`config.mk`:
```
export PLATFORM = sky130hd
export DESIGN_NAME = iotdf_sched_flat
export DESIGN_NICKNAME = d
export VERILOG_FILES = /design/src/rtl/iotdf_sched_if.sv /design/src/rtl/iotdf_sched.sv /design/src/flat_wrapper.sv
export SDC_FILE = /design/constraint.sdc
export NUM_CORES = 1
export LEC_CHECK = 0
export ABC_AREA = 0
export ABC_CLOCK_PERIOD_IN_PS = 2800
export CORE_AREA = 2 2 312 314
export DETAILED_ROUTE_END_ITERATION = 10
export DIE_AREA = 0 0 314 316
export SLEW_MARGIN = 20
export SYNTH_ARGS = -nofsm -noshare
export SYNTH_HDL_FRONTEND = slang
export SYNTH_SLANG_ARGS = --single-unit
```
`constraint.sdc`:
```
create_clock -name clk -period 2.8 [get_ports clk]
set_clock_uncertainty 0.05 [all_clocks]
set_input_delay 0.28 -clock clk [delete_from_list [all_inputs] [get_ports clk]]
set_output_delay 0.28 -clock clk [all_outputs]
set_load 0.01 [all_outputs]
```
`src/rtl/iotdf_sched_if.sv`:
```
// iotdf_sched_if: requester, engine and result signals of the IOTDF round scheduler
interface iotdf_sched_if #(
    parameter int N_REQ = 4,
    parameter int IW = (N_REQ > 1) ? $clog2(N_REQ) : 1
);
    logic [N_REQ-1:0]     req_valid;
    logic [N_REQ*128-1:0] req_data;
    logic [N_REQ*3-1:0]   req_fn;
    logic [N_REQ-1:0]     req_ready;
    logic                 in_en;
    logic [7:0]           iot_in;
    logic [2:0]           fn_sel;
    logic                 dtf_rst;
    logic                 busy;
    logic                 valid;
    logic [127:0]         iot_out;
    logic                 res_valid;
    logic [127:0]         res_data;
    logic [IW-1:0]        res_id;
    logic                 err;
    logic [IW-1:0]        err_id;

    modport slave (
        input  req_valid, req_data, req_fn, busy, valid, iot_out,
        output req_ready, in_en, iot_in, fn_sel, dtf_rst, res_valid, res_data, res_id, err, err_id
    );

    modport master (
        output req_valid, req_data, req_fn, busy, valid, iot_out,
        input  req_ready, in_en, iot_in, fn_sel, dtf_rst, res_valid, res_data, res_id, err, err_id
    );
endinterface

```
`src/rtl/iotdf_sched.sv`:
```
// iotdf_sched: round-robin round scheduler feeding the IOTDF byte interface and tagging its results
module iotdf_sched #(
    parameter int N_REQ = 4,
    parameter int WORDS = 8,
    parameter int DRAIN = 4
) (
    input logic clk,
    input logic rst,
    iotdf_sched_if.slave bus
);
    localparam int IW = (N_REQ > 1) ? $clog2(N_REQ) : 1;
    localparam int WW = $clog2(WORDS) + 1;
    localparam int CW = $clog2(DRAIN + 16) + 1;
    localparam logic [2:0] ST_IDLE  = 3'd0;
    localparam logic [2:0] ST_ARB   = 3'd1;
    localparam logic [2:0] ST_RSTP  = 3'd2;
    localparam logic [2:0] ST_LOAD  = 3'd3;
    localparam logic [2:0] ST_SEND  = 3'd4;
    localparam logic [2:0] ST_DRN   = 3'd5;
    localparam logic [2:0] ST_ABORT = 3'd6;

    logic [2:0]    state;
    logic [IW-1:0] ptr, owner, prev_owner, winner, nxt_ptr;
    logic [2:0]    fn, prev_fn;
    logic          has_prev, granted, last_byte, more, own_valid, sending;
    logic [127:0]  shift, own_data;
    logic [CW-1:0] cnt;
    logic [WW-1:0] word_cnt;

    // winner is the first valid requester scanning upward from ptr
    always_comb begin
        winner = ptr;
        for (int k = N_REQ - 1; k >= 0; k--)
            if (bus.req_valid[(int'(ptr) + k) % N_REQ]) winner = IW'((int'(ptr) + k) % N_REQ);
    end

    assign sending   = state == ST_SEND;
    assign last_byte = sending && cnt == CW'(15);
    assign more      = word_cnt != WW'(WORDS - 1);
    assign own_valid = bus.req_valid[owner];
    assign own_data  = bus.req_data[int'(owner)*128 +: 128];
    assign nxt_ptr   = (owner == IW'(N_REQ - 1)) ? '0 : owner + 1'b1;

    // ready only on the load cycle and on the last byte of a non-final sample
    always_comb begin
        bus.req_ready = '0;
        if (state == ST_LOAD || (last_byte && more)) bus.req_ready[owner] = 1'b1;
    end

    assign bus.in_en   = sending;
    assign bus.iot_in  = sending ? shift[127:120] : 8'd0;
    assign bus.fn_sel  = fn;
    assign bus.dtf_rst = rst | (state == ST_RSTP && cnt == '0) | (state == ST_ABORT);
    assign bus.err     = state == ST_ABORT;
    assign bus.err_id  = (state == ST_ABORT) ? owner : '0;

    // round sequencing: grant, optional engine reset, sample streaming, drain or abort
    always_ff @(posedge clk) begin
        if (rst) begin
            state      <= ST_IDLE;
            ptr        <= '0;
            owner      <= '0;
            fn         <= '0;
            prev_owner <= '0;
            prev_fn    <= '0;
            has_prev   <= 1'b0;
            granted    <= 1'b0;
            shift      <= '0;
            cnt        <= '0;
            word_cnt   <= '0;
        end else begin
            case (state)
                ST_IDLE: if (|bus.req_valid && !bus.busy) begin
                    owner   <= winner;
                    fn      <= bus.req_fn[int'(winner)*3 +: 3];
                    granted <= 1'b1;
                    state   <= ST_ARB;
                end
                ST_ARB: begin
                    has_prev   <= 1'b1;
                    prev_owner <= owner;
                    prev_fn    <= fn;
                    cnt        <= '0;
                    state      <= (!has_prev || owner != prev_owner || fn != prev_fn) ? ST_RSTP : ST_LOAD;
                end
                ST_RSTP: begin
                    cnt <= cnt + 1'b1;
                    if (cnt != '0) state <= ST_LOAD;
                end
                ST_LOAD: begin
                    shift    <= own_data;
                    word_cnt <= '0;
                    cnt      <= '0;
                    state    <= ST_SEND;
                end
                ST_SEND: if (!last_byte) begin
                    shift <= shift << 8;
                    cnt   <= cnt + 1'b1;
                end else if (more) begin
                    if (own_valid) begin
                        shift    <= own_data;
                        word_cnt <= word_cnt + 1'b1;
                        cnt      <= '0;
                    end else state <= ST_ABORT;
                end else begin
                    cnt   <= '0;
                    ptr   <= nxt_ptr;
                    state <= ST_DRN;
                end
                ST_DRN: begin
                    cnt <= cnt + 1'b1;
                    if (cnt == CW'(DRAIN - 1)) state <= ST_IDLE;
                end
                ST_ABORT: begin
                    has_prev <= 1'b0;
                    ptr      <= nxt_ptr;
                    state    <= ST_IDLE;
                end
                default: state <= ST_IDLE;
            endcase
        end
    end

    // engine results are tagged with the owner one cycle later; dropped before any grant and while the engine resets
    always_ff @(posedge clk) begin
        if (rst) begin
            bus.res_valid <= 1'b0;
            bus.res_data  <= '0;
            bus.res_id    <= '0;
        end else begin
            bus.res_valid <= bus.valid && granted && state != ST_RSTP && state != ST_ABORT;
            bus.res_data  <= bus.iot_out;
            bus.res_id    <= owner;
        end
    end
endmodule
```
`src/flat_wrapper.sv`:
```
// flat-port wrapper written by rule: the top's interface ports become plain ports
module iotdf_sched_flat 
#(
    parameter int N_REQ = 4,
    parameter int WORDS = 8,
    parameter int DRAIN = 4
)
  (clk, rst, bus_req_valid, bus_req_data, bus_req_fn, bus_busy, bus_valid, bus_iot_out, bus_req_ready, bus_in_en, bus_iot_in, bus_fn_sel, bus_dtf_rst, bus_res_valid, bus_res_data, bus_res_id, bus_err, bus_err_id);
  iotdf_sched_if #(.N_REQ(N_REQ)) bus_i ();
  input logic clk;
  input logic rst;
  input wire logic [$bits(bus_i.req_valid)-1:0] bus_req_valid;
  input wire logic [$bits(bus_i.req_data)-1:0] bus_req_data;
  input wire logic [$bits(bus_i.req_fn)-1:0] bus_req_fn;
  input wire logic [$bits(bus_i.busy)-1:0] bus_busy;
  input wire logic [$bits(bus_i.valid)-1:0] bus_valid;
  input wire logic [$bits(bus_i.iot_out)-1:0] bus_iot_out;
  output wire logic [$bits(bus_i.req_ready)-1:0] bus_req_ready;
  output wire logic [$bits(bus_i.in_en)-1:0] bus_in_en;
  output wire logic [$bits(bus_i.iot_in)-1:0] bus_iot_in;
  output wire logic [$bits(bus_i.fn_sel)-1:0] bus_fn_sel;
  output wire logic [$bits(bus_i.dtf_rst)-1:0] bus_dtf_rst;
  output wire logic [$bits(bus_i.res_valid)-1:0] bus_res_valid;
  output wire logic [$bits(bus_i.res_data)-1:0] bus_res_data;
  output wire logic [$bits(bus_i.res_id)-1:0] bus_res_id;
  output wire logic [$bits(bus_i.err)-1:0] bus_err;
  output wire logic [$bits(bus_i.err_id)-1:0] bus_err_id;
  assign bus_i.req_valid = bus_req_valid;
  assign bus_i.req_data = bus_req_data;
  assign bus_i.req_fn = bus_req_fn;
  assign bus_i.busy = bus_busy;
  assign bus_i.valid = bus_valid;
  assign bus_i.iot_out = bus_iot_out;
  assign bus_req_ready = bus_i.req_ready;
  assign bus_in_en = bus_i.in_en;
  assign bus_iot_in = bus_i.iot_in;
  assign bus_fn_sel = bus_i.fn_sel;
  assign bus_dtf_rst = bus_i.dtf_rst;
  assign bus_res_valid = bus_i.res_valid;
  assign bus_res_data = bus_i.res_data;
  assign bus_res_id = bus_i.res_id;
  assign bus_err = bus_i.err;
  assign bus_err_id = bus_i.err_id;
  iotdf_sched #(.N_REQ(N_REQ), .WORDS(WORDS), .DRAIN(DRAIN)) u_core (.clk(clk), .rst(rst), .bus(bus_i));
endmodule
```
# Word level (Yosys, flattened, before mapping)

Index checks and enable logic that the tools add are counted.
Widths: inputs -> output; s select.

Bits in registers: 286
Input port bits: 660
Output and inout bits: 151
Word-level logic and storage cells: 138

$add $sub $neg: 6
$mul: 1
Magnitude comparators: 6
Equal/unequal tests: 25
Shifts and indexed selects: 2
Multiplexer cells: 47
Bitwise gates (word level): 5
Reductions and logical operators: 32

Operators with widths:

| cell                | number |
|---|---|
| $shiftx 512x10->128 | 1 |
| $mux 128            | 3 |
| $pmux 128 s2        | 1 |
| $shiftx 12x32->3    | 1 |
| $mux 3              | 6 |
| $mux 6              | 3 |
| $pmux 3 s6          | 1 |
| $pmux 6 s3          | 1 |
| $mux 2              | 8 |
| $mux 4              | 4 |
| $lt 3x4->1 const B  | 3 |
| $ne 3x3->1 const B  | 4 |
| $bmux 1 s2          | 5 |
| $mux 1              | 10 |
| $ne 2x1->1 const B  | 5 |
| $reduce_or 2->1     | 5 |
| $eq 3x3->1 const B  | 3 |
| $logic_and 1x1->1   | 8 |
| $mux 8              | 1 |
| $pmux 4 s2          | 1 |
| $add 6x1->6 const B | 1 |
| $eq 3x2->1 const B  | 2 |
| $eq 6x2->1 const B  | 1 |
| $eq 6x4->1 const B  | 1 |
| 31 further kinds    | 45 |

# Longest topological paths before layout

Gate-level depths: netlist (run 1).

Depth after elaboration: 12
Mapped depth: 8
Mapped depth without buffers: 6

# Worst setup path before layout (run 1)

Ideal clock, no wire load.

Kind: reg-to-reg
From: register u_core.cnt[0]
To: register u_core.shift[100]
Setup time: 157 ps
Data arrival time: 1,907 ps
Slack: 686 ps
Stages on the path, launching flop included: 7
Cells stage by stage: dfxtp_1 > ha_1 > nand3_2 > o31ai_2 > buf_2 > clkbuf_1 > a311oi_2

Cells in the longest elaborated chain, start to end: 4
Elaborated cells between the ends (all ways): 7
Those cells by class: eq/ne: 3; mux: 2; reduce/logical: 2

RTL lines:

| what                                                                     | RTL line           | text |
|---|---|---|
| from (decl)                                                              | iotdf_sched.sv:27  | `logic [CW-1:0] cnt;` |
| from (signal assigned)                                                   | iotdf_sched.sv:87  | `cnt <= cnt + 1'b1;` |
| from (signal assigned)                                                   | iotdf_sched.sv:98  | `cnt <= cnt + 1'b1;` |
| from (signal assigned)                                                   | iotdf_sched.sv:111 | `cnt <= cnt + 1'b1;` |
| $eq 6x4->1 *                                                             | iotdf_sched.sv:38  | `assign last_byte = sending && cnt == CW'(15);` |
| $logic_and 1x1->1 *                                                      | iotdf_sched.sv:38  |  |
| $ne 3x3->1 (no source line) / $mux 128 (equally long branches)           | -                  |  |
| $reduce_and 3->1 (no source line) / $pmux 128 s2 (equally long branches) | -                  |  |
| to (signal assigned)                                                     | iotdf_sched.sv:91  | `shift <= own_data;` |
| to (signal assigned)                                                     | iotdf_sched.sv:97  | `shift <= shift << 8;` |
| to (signal assigned)                                                     | iotdf_sched.sv:101 | `shift <= own_data;` |
| to (decl)                                                                | iotdf_sched.sv:26  | `logic [127:0] shift, own_data;` |

Every way passes the cells marked *; elsewhere a longest branch is shown, timed or not.
A chain may end at the register's enable or synchronous reset.

# Worst setup path in the final report (run 1)

From: register u_core.cnt[5]
To: output port bus_dtf_rst

Cells in the longest elaborated chain, start to end: 4

RTL lines:

| what                    | RTL line           | text |
|---|---|---|
| $logic_not 6->1         | iotdf_sched.sv:53  | `assign bus.dtf_rst = rst \| (state == ST_RSTP && cnt == '0) \| (state == ST_ABORT);` |
| $logic_and 1x1->1       | iotdf_sched.sv:53  |  |
| $or 1x1->1 (2 in a row) | iotdf_sched.sv:53  |  |
| to (decl)               | flat_wrapper.sv:22 | `output wire logic [$bits(bus_i.dtf_rst)-1:0] bus_dtf_rst;` |

Every way passes these cells.

==> results of run 1 <==
[worst max-delay path by stage]
stage                        end  cells after the start             start
6_report             bus_dtf_rst                      5     u_core.cnt[5]
5_1_grt         bus_req_ready[0]                      6     u_core.cnt[1]
4_1_cts            bus_iot_in[5]                      4   u_core.state[0]
3_5_place_dp    u_core.shift[50]                      7  bus_req_valid[3]
3_3_place_gp    u_core.shift[74]                      7  bus_req_valid[3]
2_1_floorplan  u_core.shift[100]                      6     u_core.cnt[0]
[cells in the final DEF (no fill, tap or decap), types with 5 or more instances in the layout]
cell             netlist  final
mux2_2                 6      6
nor2b_1              137    137
o21ai_0                5      5
buf_4                  6     53
and2_1                 9      9
inv_1                  6      6
nand3_1                9      9
xnor2_1                6      6
dfxtp_1              286    283
a21oi_1               18     18
clkbuf_1              72     10
mux2i_1                9      9
a311oi_2             101    101
clkbuf_8               0      7
ha_1                   7      6
a31oi_1                5      5
buf_12                 0     19
clkdlybuf4s50_1        0    804
nand2_1              271    271
a311oi_1              19     19
nor2_1               147    147
clkbuf_16              0     38
diode_2                0      5
mux4_2               129    129
[cells in the mapped netlist (all sizes together) (3+ instances only)]
cell	n	area share
a221o	3	0.0021
and2	9	0.0039
mux2i	9	0.0063
nand4b	4	0.0024
nor2	148	0.039
xnor2	6	0.0037
mux4	129	0.20
ha	7	0.0061
a31oi	5	0.0022
nand3b	3	0.0016
nor2b	137	0.060
a21oi	18	0.0063
nor3	5	0.0017
nand2	271	0.071
and3	4	0.0021
dfxtp	286	0.40
clkbuf	72	0.019
buf	52	0.025
nand3	10	0.0038
mux2	6	0.0047
o31ai	4	0.0024
nand2b	4	0.0017
o21ai	5	0.0017
or2	3	0.0013
and3b	3	0.0018
a311oi	120	0.12
nor3b	3	0.0019
inv	6	0.0016
or3	4	0.0017
[kinds of logic after synthesis]
group | synth area share
compound gates | 0.138
simple gates | 0.195
xor+xnor | 0.00487
fa+ha+maj | 0.00609
mux | 0.213
buf+inv | 0.0456
flops | 0.398
[state kept, by name, indices dropped and copies added, names as in the netlist]
name	cells
u_core.bus.res_data	128
u_core.shift	128
u_core.cnt	6
u_core.word_cnt	4
u_core.bus.fn_sel	3
u_core.prev_fn	3
u_core.state	3
u_core.bus.res_id	2
u_core.owner	2
u_core.prev_owner	2
u_core.ptr	2
u_core.bus.res_valid	1
u_core.granted	1
u_core.has_prev	1
[critical path: stages, from the launching register on]
cell and delay, ns:
dfxtp_1 0.42, nor4_1 0.32, buf_4 0.18, a21oi_1 0.07, o21bai_1 0.13, clkdlybuf4s50_1 0.59
[layout make-up]
cell class,count,share of cell area
inverter,6,0.000883
timing repair buffer,878,0.347
clock buffer,55,0.0425
tap,1276,0.0626
multi-input combinational,935,0.315
sequential,286,0.225
clock inverter,12,0.00613
antenna,5,0.000491
[per-stage QoR]
stage               utilization  setup slack (ns)  std cells  power (W)
CTS                       0.265            0.0377       3448     0.0145
global route              0.265            0.0197       3448     0.0149
detailed placement        0.252            0.0987       3381    0.00939
floorplan                     -             0.686       1351    0.00724
finish                    0.266             0.199       3453     0.0142
global placement          0.252             0.156       3381    0.00938
[power breakdown]
group          leakage, nW  total [W]  internal, W  switching [W]
sequential            2.35    0.00493      0.00459       0.000341
clock                0.596    0.00494      0.00297        0.00197
combinational         5.78    0.00431      0.00239        0.00192
[layer usage]
| layer | vias up | GRT usage | share of wire |
|---|---|---|---|
| li1 | 6460 | - | - |
| met1 | 6568 | 0.163 | 0.39 |
| met2 | 558 | 0.272 | 0.52 |
| met3 | 96 | 0.0409 | 0.066 |
| met4 | 22 | 0.0371 | 0.022 |
| met5 | - | 0 | 0.0019 |
==> out/metrics.yaml, run 1 <==
run_status:
  status: "finished clean"
floorplan:
  rows: 114
  dieArea_mm2: 0.0992
  start_util: 0.150
  io_pins: 811
  die_height_um: 316
  coreArea_mm2: 0.0960
  dieWidth_um: 314
sta:
  finalHoldWorstSlack_ns: 0.0765
  setup_violations: 0
  fin_setup_tns_ns: 0
  min_period_ns: 2.60
  max_freq_ghz: 0.384
  tightest_slew_ns: 0.657
  rsz0062_at_grt: "no"
  finalCritPeriodShare: 0.929
  maxSlewViolCount: 0
  slew_headroom: 0.562
  hold_viol: 0
drt:
  antenna_left: 0
  wirelength_mm: 76.2
  via_per_inst: 3.97
  drc: 0
  dr_total_vias: 13700
  firstDrtPassIters: 5
  wl_per_cell_um: 22.1
  drt_iter0_markers: 749
clock_network:
  root_buffer: "clkbuf_16"
  cts_hold_buf: 0
  post-cts-setup-buffers: 0
  clock_path_buffers: 3
  cts_buffers: 38
  cts_sinks: 286
  cts_tree: "done"
  htreeDepth: 2
  clk_latency_ns: 0.56
  clk_pin_slew_ns: 0.06
  cts_resized: 2
synthesis:
  yosysWarnings: 0
  synthArstFlopShare: 0
  syn_avg_cell_area_um2: 10.6
  synth-seq-area-share: 0.398
  synth_nets: 2018
  yosysUniqueCellTypes: 52
  netlist_instances: 1351
  synth_ff_type: "dfxtp_1"
  syn_area_mm2: 0.0144
  synth_edf_count: 0
  ys_ff_latch: 286
global_routing:
  grt_pass1_vias: 14000
  antenna_found_initial: 26
  grt_max_degree: 87
  grt_overflow: 0
  grt_usage: 0.146
  grt_pass1_wl_mm: 103
final_layout:
  fin_nets: 2812
  fill_cells: 10100
  drive_gt1_frac: 0.175
  finish.instance_area_mm2: 0.0255
  multi_input_area_mm2: 0.00804
  seqCellArea_mm2: 0.00573
  area_growth_pct: 77.2
hold_path:
  min_path_cells: 2
  min_from: "rst"
  hold_class: "input port to flop"
  hold-path-endpoint: "u_core.bus.res_id[1]"
worst_setup_path:
  startpoint_type: "flop"
  cp_data_required_time_ns: 2.47
  reg2reg_setup_slack_ns: 0.42
  reg2reg_from: "u_core.cnt[0]"
  crit_path_max_fanout: 8
  cp-end-kind: "output pin"
  r2r-end: "u_core.shift[42]"
  setup.worst_path.class: "flop to output pin"
  rr_worst_depth: 8
  cp.arrival_ns: 2.27
place:
  gp_congestion: 0.804
  io_buffers: 810
  dp_hpwl_mm: 62.8
  post_dp_cell_area_mm2: 0.0242
run:
  drv_cap: 0
pwr:
  p_leak_nw: 8.72
  power_density_mw_per_mm2: 556
  ir_worst_vdd_v: 0.000285
(Power assumes the default switching activity.)
==> run 2: changes to the inputs <==
PLACE_DENSITY = 0.46   (was default)
==> run 2 against run 1 <==
  * Total power is 0.30% higher
  * Clock power is 2% higher
  * Wire length is 11% lower
  * Register-to-register slack better by 0.14 ns
  * Worst hold slack worse by 0.019 ns
  * Critical path type unchanged
  * Die area stayed put
  * Setup slack better by 0.027 ns
  * First-iteration DRC count is 13% lower
==> out/metrics.yaml, run 2 (same netlist as run 1, synthesis figures left out) <==
clock_network:
  cts_hold_buf: 0  # unchanged
  clock_path_buffers: 3  # unchanged
  htreeDepth: 2  # unchanged
  clk_pin_slew_ns: 0.06  # about the same
  root_buffer: "clkbuf_16"  # unchanged
  cts_sinks: 286  # unchanged
  cts_buffers: 38  # unchanged
  clk_latency_ns: 0.55  # was 0.56 ns
  cts_tree: "done"  # unchanged
final_layout:
  largestRegisters: "u_core.bus.res_data: 128 flops, u_core.shift: 128 flops, u_core.cnt: 6 flops"  # unchanged
  mostFrequentLayoutCell: "clkdlybuf4s50_1"  # unchanged
  most-common-layout-cells: "800 x clkdlybuf4s50_1, 283 x dfxtp_1, 271 x nand2_1"  # was 804 x clkdlybuf4s50_1, 283 x dfxtp_1, 271 x nand2_1
  fin_nets: 2800  # was 2812
  finish.instance_area_mm2: 0.0255  # about the same
  area_growth_pct: 77.5  # was 77.2%
  drive_gt1_frac: 0.175  # about the same
  fill_cells: 10100  # about the same
  finalNonFillerCells: 3445  # was 3453
drt:
  wl_per_cell_um: 19.6  # was 22.1 µm
  firstDrtPassIters: 4  # was 5
  wirelength_mm: 67.5  # was 76.2 mm
  via_per_inst: 3.95  # was 3.97
  drt_iter0_markers: 655  # was 749
  antenna_left: 0  # unchanged
  drc: 0  # unchanged
  dr_total_vias: 13600  # was 13700
place:
  io_buffers: 810  # unchanged
  placed_cells: 3367  # was 3381
  post_dp_cell_area_mm2: 0.0241  # was 0.0242 mm²
  gp_congestion: 0.827  # was 0.804
  dp_hpwl_mm: 54.6  # was 62.8 mm
pwr:
  p_seq_frac: 0.348  # about the same
  p_clk_frac: 0.353  # was 0.348
  sw_frac_of_total: 0.297  # was 0.298
  finalPower_w: 0.0142  # about the same
  p_leak_nw: 8.75  # was 8.72 nW
  p_sw_w: 0.00422  # was 0.00423 W
  cellInternalPower_w: 0.0100  # was 0.00995 W
  pwr-share-comb: 0.299  # was 0.304
  power_density_mw_per_mm2: 557  # was 556 mW/mm²
  ir_worst_vdd_v: 0.000292  # was 0.000285 V
sta:
  min_period_ns: 2.57  # was 2.60 ns
  fin_setup_tns_ns: 0  # unchanged
  slew_headroom: 0.345  # was 0.562
  tightest_slew_ns: 0.983  # was 0.657 ns
  maxSlewViolCount: 0  # unchanged
  max_freq_ghz: 0.388  # was 0.384 GHz
  setup_violations: 0  # unchanged
  hold_viol: 0  # unchanged
  finalCritPeriodShare: 0.919  # was 0.929
  rsz0062_at_grt: "no"  # unchanged
global_routing:
  grt_usage: 0.129  # was 0.146
  antenna_found_initial: 15  # was 26
  grt_overflow: 0  # unchanged
  grt_max_degree: 144  # was 87
  grt_pass1_vias: 14500  # was 14000
  grt_pass1_wl_mm: 94.8  # was 103 mm
worst_setup_path:
  cp_data_required_time_ns: 2.47  # about the same
  startpoint_type: "flop"  # unchanged
  cp-end-kind: "output pin"  # unchanged
  setup.worst_path.class: "flop to output pin"  # unchanged
  rr_worst_depth: 7  # was 8
  crit_path_max_fanout: 9  # was 8
  cp.arrival_ns: 2.24  # was 2.27 ns
floorplan:
  die_height_um: 316  # unchanged
  start_util: 0.150  # unchanged
  dieArea_mm2: 0.0992  # unchanged
  dieWidth_um: 314  # unchanged
  rows: 114  # unchanged
  io_pins: 811  # unchanged
  coreArea_mm2: 0.0960  # unchanged
run_status:
  status: "finished clean"  # unchanged
hold_path:
  min_path_cells: 2  # unchanged
  hold_class: "input port to flop"  # unchanged
run:
  drv_cap: 0  # unchanged
[run 2: cell types whose count changed in the layout (fill, tap and decap cells not counted), sizes merged, moves of 2 or more]
cell / change
buf: -13
clkdlybuf4s50: -4
dlygate4sd2: +4
clkbuf: -3
inv: +3
clkinv: +2
[run 2: path summary, 6_finish.rpt]
kind | from | to | slack, ns
worst min-delay path | rst | u_core.bus.res_id[0] | 0.06
worst max-delay path | u_core.state[1] | bus_iot_in[2] | 0.23
worst max register to register | u_core.word_cnt[0] | u_core.shift[61] | 0.56
worst min register to register | u_core.shift[1] | u_core.shift[1] | 0.41
[run 2: what timing repair did]
item | 4_1_cts | 5_1_grt
gates resized for setup | 13 | 1
buffers inserted | 2 | 0
pin swaps | 1 | 0
hold endpoints to repair | 0 | 0
endpoints found under the setup margin | 5 | 1
[run 2: final cells by class]
| class | count | area, µm² | area share |
|---|---|---|---|
| tap | 1276 | 1600 | 0.0625 |
| antenna | 6 | 15.0 | 0.000588 |
| inverter | 6 | 22.5 | 0.000882 |
| sequential | 286 | 5730 | 0.225 |
| multi-input combinational | 935 | 8070 | 0.316 |
| clock inverter | 18 | 204 | 0.00799 |
| clock buffer | 52 | 1090 | 0.0428 |
| timing repair buffer | 866 | 8800 | 0.345 |
[run 2: critical path, stage by stage, from the launching register on]
cell and delay [ns]:
dfxtp_1 0.33, nor3b_4 0.23, buf_12 0.15, buf_12 0.13, and2_1 0.12, clkdlybuf4s50_1 0.72
[run 2: metal layers]
layer	track usage	up-vias	routed length [µm]
met1	0.144	6524	25700
met2	0.233	542	35000
met5	0	-	23
met4	0.0460	4	1790
met3	0.0374	93	4940
li1	-	6449	-
[run 2: metrics by stage]
step / hold slack, ns / util / setup WS, ns
2_1_floorplan: 0.358 / - / 0.686
3_3_place_gp: 0.395 / 0.252 / 0.269
3_5_place_dp: 0.394 / 0.252 / 0.218
4_1_cts: 0.0147 / 0.266 / 0.0738
5_1_grt: 0.0461 / 0.266 / 0.0179
6_report: 0.0572 / 0.266 / 0.226
[run 2: power groups by stage]
stage,Sequential (W),Combinational (W),Clock (W)
floorplan,0.00492,0.00232,0
detailed placement,0.00503,0.00431,0
CTS,0.00496,0.00434,0.00524
global route,0.00501,0.00461,0.00540
finish,0.00495,0.00426,0.00502
global placement,0.00502,0.00427,0
==> run 3: changes to the inputs <==
CAP_MARGIN = 10   (was default)
==> results of run 3 <==
No change in the layout: final DEF, timing and power equal those of run 2.
